### config.mk
export PLATFORM = sky130hd
export DESIGN_NAME = mem_fill_wb
export DESIGN_NICKNAME = d
export VERILOG_FILES = /design/src/rtl/mem_fill_wb.sv
export SDC_FILE = /design/constraint.sdc
export NUM_CORES = 1
export LEC_CHECK = 0
export BUFFER_PORTS_ARGS = -buffer_cell sky130_fd_sc_hd__buf_2
export CAP_MARGIN = 20
export CORE_ASPECT_RATIO = 0.9
export CORE_MARGIN = 2
export CORE_UTILIZATION = 40
export DETAILED_ROUTE_END_ITERATION = 10
export PLACE_DENSITY_LB_ADDON = 0.3
export SLEW_MARGIN = 20
export SYNTH_ARGS = -nofsm -noshare
export SYNTH_HDL_FRONTEND = slang
export SYNTH_SLANG_ARGS = --single-unit
### constraint.sdc
create_clock -name clock -period 3.95 [get_ports clock]
set_input_delay 0.1975 -clock clock [delete_from_list [all_inputs] [get_ports clock]]
set_output_delay 0.1975 -clock clock [all_outputs]
set_load 0.05 [all_outputs]
### src/rtl/mem_fill_wb.sv
// Cache-line fill engine with a 4-entry posted-write buffer.
// Buffered writes always drain before a read miss is accepted. A miss
// issues one full-line burst read and streams the returned words out
// as fill beats.
module mem_fill_wb #(
  parameter int ADDR_WIDTH     = 32,
  parameter int DATA_WIDTH     = 32,
  parameter int BURSTLEN_WIDTH = 3,
  parameter int LINE_WORDS     = 8
) (
  input  logic                          clock,
  input  logic                          reset_n,
  input  logic                          miss_req,
  input  logic [ADDR_WIDTH-1:0]         miss_addr,
  output logic                          miss_ack,
  output logic                          fill_valid,
  output logic [$clog2(LINE_WORDS)-1:0] fill_idx,
  output logic [DATA_WIDTH-1:0]         fill_data,
  output logic                          fill_done,
  input  logic                          wb_wr,
  input  logic [ADDR_WIDTH-1:0]         wb_addr,
  input  logic [DATA_WIDTH-1:0]         wb_data,
  output logic                          wb_full,
  output logic [ADDR_WIDTH-1:0]         m_addr,
  output logic [BURSTLEN_WIDTH-1:0]     m_burst_len,
  output logic [DATA_WIDTH-1:0]         m_data_out,
  output logic                          m_wr,
  output logic                          m_rd,
  input  logic [DATA_WIDTH-1:0]         m_data_in,
  input  logic                          m_waitrequest,
  input  logic                          m_rd_valid
);

  localparam int IDX_W = $clog2(LINE_WORDS);
  localparam int OFF_W = $clog2(LINE_WORDS * DATA_WIDTH / 8);

  typedef enum logic [1:0] {IDLE, WR_DRAIN, RD_REQ, RD_DATA} state_t;

  state_t                  state, next_state;
  logic [ADDR_WIDTH-1:0]   fifo_addr [4];
  logic [DATA_WIDTH-1:0]   fifo_data [4];
  logic [1:0]              wr_ptr, rd_ptr;
  logic [2:0]              count;
  logic [IDX_W-1:0]        word_cnt;
  logic [ADDR_WIDTH-1:0]   miss_addr_q;
  logic                    push, pop;

  // A write arriving while the buffer is full is lost, even if a pop
  // happens in the same cycle.
  assign wb_full = (count == 3'd4);
  assign push    = wb_wr && !wb_full;
  assign pop     = (state == WR_DRAIN) && !m_waitrequest;

  // Write-buffer storage; no reset needed since occupancy guards every read.
  always_ff @(posedge clock) begin
    if (push) begin
      fifo_addr[wr_ptr] <= wb_addr;
      fifo_data[wr_ptr] <= wb_data;
    end
  end

  // Write-buffer pointers and occupancy; pointers wrap naturally at 4.
  always_ff @(posedge clock) begin
    if (!reset_n) begin
      wr_ptr <= 2'd0;
      rd_ptr <= 2'd0;
      count  <= 3'd0;
    end else begin
      if (push) wr_ptr <= wr_ptr + 2'd1;
      if (pop)  rd_ptr <= rd_ptr + 2'd1;
      if (push && !pop)      count <= count + 3'd1;
      else if (pop && !push) count <= count - 3'd1;
    end
  end

  // Controller state, fill word counter and the accepted miss address.
  always_ff @(posedge clock) begin
    if (!reset_n) begin
      state       <= IDLE;
      word_cnt    <= '0;
      miss_addr_q <= '0;
    end else begin
      state <= next_state;
      if (miss_ack) miss_addr_q <= miss_addr;
      if (fill_valid) word_cnt <= fill_done ? '0 : word_cnt + 1'b1;
    end
  end

  // Next-state logic and all bus/fill outputs, which are quiet unless the
  // current state drives them.
  always_comb begin
    next_state  = state;
    miss_ack    = 1'b0;
    fill_valid  = 1'b0;
    fill_done   = 1'b0;
    fill_data   = '0;
    fill_idx    = word_cnt;
    m_addr      = '0;
    m_data_out  = '0;
    m_burst_len = '0;
    m_wr        = 1'b0;
    m_rd        = 1'b0;
    case (state)
      IDLE: begin
        if (count != 3'd0) begin
          next_state = WR_DRAIN;
        end else if (miss_req) begin
          miss_ack   = 1'b1;
          next_state = RD_REQ;
        end
      end
      WR_DRAIN: begin
        m_wr       = 1'b1;
        m_addr     = fifo_addr[rd_ptr];
        m_data_out = fifo_data[rd_ptr];
        if (pop && !push && count == 3'd1) next_state = IDLE;
      end
      RD_REQ: begin
        m_rd        = 1'b1;
        m_burst_len = BURSTLEN_WIDTH'(LINE_WORDS - 1);
        m_addr      = {miss_addr_q[ADDR_WIDTH-1:OFF_W], {OFF_W{1'b0}}};
        if (!m_waitrequest) next_state = RD_DATA;
      end
      RD_DATA: begin
        if (m_rd_valid) begin
          fill_valid = 1'b1;
          fill_data  = m_data_in;
          if (word_cnt == IDX_W'(LINE_WORDS - 1)) begin
            fill_done  = 1'b1;
            next_state = IDLE;
          end
        end
      end
      default: next_state = IDLE;
    endcase
  end

endmodule

## After elaboration in Yosys (flattened, before gate mapping)

Memory sizes are Yosys's and may differ from the RTL's. A register that Yosys moved wholly into a read port is not among the register bits.
Cells that the tools add are included.

| word-level totals | value |
|---|---|
| bits in registers | 44 |
| RAM bits | 256 |
| logic and storage cells | 68 |
| memories | 2 |

| operators by class | value |
|---|---|
| $add $sub $neg | 5 |
| eq/ne operators | 11 |
| mux-type cells | 31 |
| reductions and logical operators | 13 |

Memory list:

| name | words | bits a word | read ports | clocked after memory_dff | wr ports | line | text |
|---|---|---|---|---|---|---|---|
| fifo_addr | 4 | 32 | 1 | 1 | 1 | 40 | `logic [ADDR_WIDTH-1:0] fifo_addr [4];` |
| fifo_data | 4 | 32 | 1 | 1 | 1 | 41 | `logic [DATA_WIDTH-1:0] fifo_data [4];` |

Operator list:

| cell | count |
|---|---|
| 32-bit 2-to-1 mux | 3 |
| 32-bit case mux with 2 select lines | 1 |
| 2-bit 2-to-1 mux | 10 |
| 1-bit 2-to-1 mux | 12 |
| 3-bit 2-to-1 mux | 4 |
| 2-bit case mux with 4 select lines | 1 |
| 3-bit by 1-bit adder with 3-bit output, second input constant | 2 |
| 3-bit equality test, second input constant | 2 |
| 2-bit != test, second input constant | 3 |
| 1-bit logical AND | 5 |
| 5-bit AND reduction | 1 |
| 2-bit by 1-bit adder with 2-bit output, second input constant | 2 |
| 2-bit equality test, second input constant | 2 |
| 1-bit logical NOT | 4 |
| 3-bit by 1-bit equality test with 1-bit output, second input constant | 1 |
| 3-bit != test, second input constant | 1 |
| 3-bit nonzero test | 1 |
| 3-bit by 1-bit subtractor with 3-bit output, second input constant | 1 |
| 2-bit by 1-bit equality test with 1-bit output, second input constant | 1 |
| 2-bit logical NOT | 1 |
| 2-bit by 1-bit != test with 1-bit output, second input constant | 1 |
| 2-bit nonzero test | 1 |

## Depth between registers and ports, before layout

| depth | value |
|---|---|
| word-level depth | 8 |
| depth in mapped cells | 9 |
| mapped depth without buffers | 9 |

## Least setup slack after synthesis

No wires, ideal clock.

| timing path | value |
|---|---|
| path kind | register to register |
| start | register count[0] |
| end | memory fifo_addr[0][0], enable pin |
| setup time | 0.429 ns |
| arrival time | 2.521 ns |
| setup slack | 1.000 ns |
| cell stages (with the launch flop) | 5 |
| clock period less this slack | 2.950 ns |
| cells stage by stage | dfxtp_1 inv_1 ha_1 a21boi_2 and2_1 |

| on the way | value |
|---|---|
| longest elaborated chain between the ends | 5 |

RTL lines:

| item | line | text |
|---|---|---|
| start: declaration | 43 | `logic [2:0] count;` |
| start signal: assignment | 71 | `if (push && !pop) count <= count + 3'd1;` |
| start signal: assignment | 72 | `else if (pop && !push) count <= count - 3'd1;` |
| 3-bit equality test | 50 | `assign wb_full = (count == 3'd4);` |
| 1-bit logical NOT | 51 | `assign push = wb_wr && !wb_full;` |
| 1-bit logical AND | 51 |  |
| net push | 46 | `logic push, pop;` |
| 1-bit 2-to-1 mux | 56 | `if (push) begin` |
| 1-bit 2-to-1 mux (implied by the code) | 57 | `fifo_addr[wr_ptr] <= wb_addr;` |
| end: declaration | 40 |  |

The timed path passes the listed nets, and every way through them passes these cells.

==> results.md <==
- The depth of the CTS H-tree is 2.
- The worst setup path is of the reg2out kind.
- The first global-routing pass estimated 40.2 mm of wire.
- The wire length per cell after detailed routing is approximately 19 um.
- The number of stages on the worst setup path is 4.
- The path category of the worst min-delay check is in2reg.
- The die outline area is 0.0311 sq mm.
- The portion of the post-synthesis area used by sequential elements is 71.5%.
- The critical path goes through buf_4 > mux4_2 > and2_1 > buf_2.
- The category of cells accounting for the largest share of critical-path delay is flip-flops.
- In the synthesized netlist, the cells that appear most often are sky130_fd_sc_hd__edfxtp_1 (256), sky130_fd_sc_hd__mux4_2 (64), sky130_fd_sc_hd__nand2_1 (63), sky130_fd_sc_hd__and2_1 (50), sky130_fd_sc_hd__dfxtp_1 (41).
- In this run the power density over the cells is 573 mW/mm^2.
- In the post-synthesis netlist, the biggest area contributors are sky130_fd_sc_hd__edfxtp_1 (65%), sky130_fd_sc_hd__mux4_2 (12%), sky130_fd_sc_hd__dfxtp_1 (6.9%), sky130_fd_sc_hd__and2_1 (2.6%), sky130_fd_sc_hd__a22o_1 (2.0%).
- The Yosys warning count is 0.
- On the final layout, the worst clock skew is about 0.015 ns.
- The startpoint of the tightest hold check path is miss_addr[26].
- Global routing used 17.2% of the available tracks.
- The placeable core area is 0.0291 sq mm.
- The synthesized netlist devotes 1.79% of its cell area to adder and majority cells.
- Once the floorplan was initialized, standard cells occupied 40.9% of the core.
- Setup violations remaining at the end of the flow were counted as 0.
- From synthesis to final layout, the design area changed by 29.4%.
- The synthesized netlist devotes less than 1% of its cell area to XOR and XNOR gates.
- After detailed routing, the number of remaining DRC violations is 0.
- In this run the cell area of the synthesized design comes to 0.0119 sq mm.
- Summing the areas of all and, or, nand and nor instances in the mapped netlist gives 7.00% of the synthesized area.
- Max-cap violations in this run came to 0.
- At the end of routability-driven placement, the weighted congestion stood at about 0.70.
- Cells fill between 50% and 60% of the core in the end.
- Cells with a size suffix above 1 make up 35.9% of the layout.
- The initialized floorplan defines 59 standard-cell rows.
- In this run the tightest slew margin relative to its limit is 30.0%.
- The pin count of the biggest net entering global routing is 65.
- The tree built by TritonCTS fans out to approximately 300 sinks.
- The worst-case IR drop observed on VDD is between 300 and 400 uV.
- The worst setup slack for register-to-register paths is 1.46 ns.
- The number of antenna violations at the first check in global routing is 4.
- For hold timing, the worst endpoint is miss_addr_q[26].
- The mean instance size in the synthesized netlist is 17.9 sq um.
- The number of nets with antenna violations after routing is 0.
- Setup repair after global routing left no endpoint under its margin.
- Counting along the longest clock path gives a buffer depth of 3.
- Buffers added to address setup during post-CTS repair amount to 0.
- The total routed wirelength is ~27 mm.
- The combinational family with the most area after synthesis is multiplexers.
- In this design, the stage delay of the slowest critical-path cell is 0.80 ns.
- The HPWL after detailed placement is 15.9 mm.
- STA puts the critical path data required time at 3.75 ns.
- The sum of overflow across all layers after global routing is 0.
- The later pin in the worst-skew pair is clocked with a latency of 0.50 ns.
- The proportion of netlist area held by the largest area contributor is 64.6%.
- The count of buffers from port buffering is approximately 240.
- The boundary pin count is 242.
- The launch point of the worst reg-to-reg path is count[0].
- The cell count after synthesis is between 600 and 700.
- The critical path data arrival time is between 2 and 3 ns.
- The most common flop cell mapped by yosys is sky130_fd_sc_hd__edfxtp_1.
- Among all cell types in the netlist, the one instantiated most often is sky130_fd_sc_hd__edfxtp_1.
- The first routing iteration left ~430 violations.
- The clock root buffer master is sky130_fd_sc_hd__clkbuf_16.
- The number of cells traversed by the worst register-to-register path is 4.
- In this run the worst path has a maximum fanout of 33.
- The number of global-route vias before repair came to ~7200.
- The leakage power total is slightly below 6 nW.
- The clock buffer count from CTS is 34.
- The worst hold path was traced through 3 stages.
- The run finished with clean final reports.
- The final number of max-transition violations was 0.
- The routed layout has 6932 vias.
- The worst path in the final design needs a cycle of roughly 2.8 ns, including I/O delays and setup.
- The mux cell area share after synthesis is between 10% and 20%.
- Of all cell types, the one taking the most synthesized area is sky130_fd_sc_hd__edfxtp_1.
- The final hold violation count is 0.
- The y dimension of the die is 168 um.
- The maximum clock frequency is 0.357 GHz.
- Counting flops with an async set or reset pin after synthesis yields a share of 0%.
- The actual transition at the worst max-transition pin is 1.05 ns.
- The number of synthesized flops with an enable pin is around 260.
- The startpoint kind of the worst setup timing path is a flip-flop.
- The setup TNS after final layout is 0 ns.
- In the routed layout, each cell is associated on average with a via count of 4.91.
- The worst register-to-register path ends at fifo_data[3][8].
- The number of unique standard cell types used by synthesis is 33.
- The slowest library cell on the worst path is sky130_fd_sc_hd__dfxtp_4.
- The floorplan step set the die width to 186 um.
- Of the available clock period, the critical path in the final layout requires a little under three quarters.
- The clock slew at the register clock pins of the worst setup and hold paths is 0.06 ns.
- The number of detailed-routing iterations run before antenna repair is 4.
- The count of nets after finishing is about 1100.
- The CTS tree is yes.
- The critical path contains buffers and inverters numbering 2 combined.
- The compound-cell area share of the yosys netlist is around 4.4%.
- The element type at the critical path end is an output pin.
- The count of state elements after synthesis is 297.
- The number of nets in the synthesized netlist is 815.
area by class of cell:
class	count	area, sq um
fill	2451	13700
clock buffer	41	908
multi-input combinational	313	3090
timing repair buffer	333	2170
inverter	12	50.0
sequential	297	8520
clock inverter	16	163
antenna	3	7.51
tap	396	495
worst register-to-register path, cell delays in order (launching register included):
cell and delay (ns):
sky130_fd_sc_hd__dfxtp_1 0.40, sky130_fd_sc_hd__inv_1 0.08, sky130_fd_sc_hd__ha_1 0.25, sky130_fd_sc_hd__a21boi_2 0.40, sky130_fd_sc_hd__and2_4 0.88
worst max path at each step:
stage                        to  slack [ns]
6_report         m_data_out[25]        1.15
5_1_grt          m_data_out[30]        0.96
4_1_cts              m_addr[26]        1.03
3_5_place_dp   fifo_data[1][26]        1.40
3_3_place_gp   fifo_data[1][30]        1.47
2_1_floorplan   fifo_addr[0][0]        1.00
registers in the layout (all words and copies together) (netlist names), named ones only:
name and cells:
fill_idx 3, state 2, count 3, fifo_data 128, rd_ptr 2, wr_ptr 2, miss_addr_q 27, fifo_addr 128
per-stage QoR:
step | worst slack [ns] | total power, W | area (sq um) | hold WS [ns] | cells
after CTS | 1.03 | 0.00894 | 15400 | 0.00831 | 1407
after global routing | 0.956 | 0.00921 | 15400 | 0.0300 | 1409
final | 1.15 | 0.00881 | 15400 | 0.0345 | 1411
after floorplan | 1.00 | 0.00534 | 11900 | 0.296 | 664
after detailed placement | 1.40 | 0.00583 | 13400 | 0.414 | 1260
after global placement | 1.47 | 0.00580 | 13400 | 0.412 | 1260
power breakdown:
| group | internal [W] | leakage (nW) | switching [W] |
|---|---|---|---|
| sequential | 0.00380 | 2.68 | 0.000145 |
| clock | 0.00183 | 0.522 | 0.00118 |
| combinational | 0.000662 | 2.65 | 0.00120 |
repair_timing:
item / in CTS / in global routing
endpoints found under the setup margin: 0 / 0
resized for setup: 0 / 0
hold buffers: 90 / 0
hold endpoints to repair: 282 / 0
per-layer routing:
metal  wire length, um  part of all wire (%)  track usage, %
met1             11200                    42            20.9
met2             12900                    48            29.1
met3              1960                   7.3            4.35
met4               899                   3.3            6.98
met5                11                 0.041               0
cells by family (layout without fill, tap and decap cells):
kind of cell | after synthesis | count (layout)
DFF | 297 | 297
buffers and inverters | 54 | 402
and+or+nand+nor | 158 | 158
xor gates and xnor gates | 5 | 5
adders and majority gates | 17 | 17
muxes | 67 | 67
other | 0 | 3
AOI/OAI and AO/OA | 66 | 66
cell usage in the layout (no fill, tap or decap), types with 2 or more instances in the layout:
| cell type | instances |
|---|---|
| sky130_fd_sc_hd__nand3b_1 | 3 |
| sky130_fd_sc_hd__edfxtp_1 | 256 |
| sky130_fd_sc_hd__dfxtp_1 | 39 |
| sky130_fd_sc_hd__xor2_1 | 2 |
| sky130_fd_sc_hd__ha_1 | 17 |
| sky130_fd_sc_hd__diode_2 | 3 |
| sky130_fd_sc_hd__a21oi_1 | 3 |
| sky130_fd_sc_hd__xnor2_1 | 3 |
| sky130_fd_sc_hd__clkinv_4 | 2 |
| sky130_fd_sc_hd__and3_1 | 33 |
| sky130_fd_sc_hd__bufinv_16 | 3 |
| sky130_fd_sc_hd__mux4_2 | 64 |
| sky130_fd_sc_hd__dlygate4sd3_1 | 90 |
| sky130_fd_sc_hd__buf_4 | 5 |
| sky130_fd_sc_hd__o21ai_0 | 4 |
| sky130_fd_sc_hd__a21boi_1 | 19 |
| sky130_fd_sc_hd__clkinv_1 | 4 |
| sky130_fd_sc_hd__mux2i_1 | 3 |
| sky130_fd_sc_hd__dfxtp_4 | 2 |
| sky130_fd_sc_hd__buf_2 | 236 |
| sky130_fd_sc_hd__nor2b_1 | 4 |
| sky130_fd_sc_hd__clkbuf_16 | 35 |
| sky130_fd_sc_hd__nand2_1 | 63 |
| sky130_fd_sc_hd__a22o_1 | 27 |
| sky130_fd_sc_hd__a21boi_0 | 10 |
| sky130_fd_sc_hd__and2_1 | 46 |
| sky130_fd_sc_hd__inv_1 | 11 |
| sky130_fd_sc_hd__clkinvlp_4 | 2 |
| sky130_fd_sc_hd__and2_4 | 4 |
| sky130_fd_sc_hd__clkbuf_1 | 5 |
| sky130_fd_sc_hd__clkinv_2 | 5 |
No activity file was read; power rests on OpenSTA's default activity.
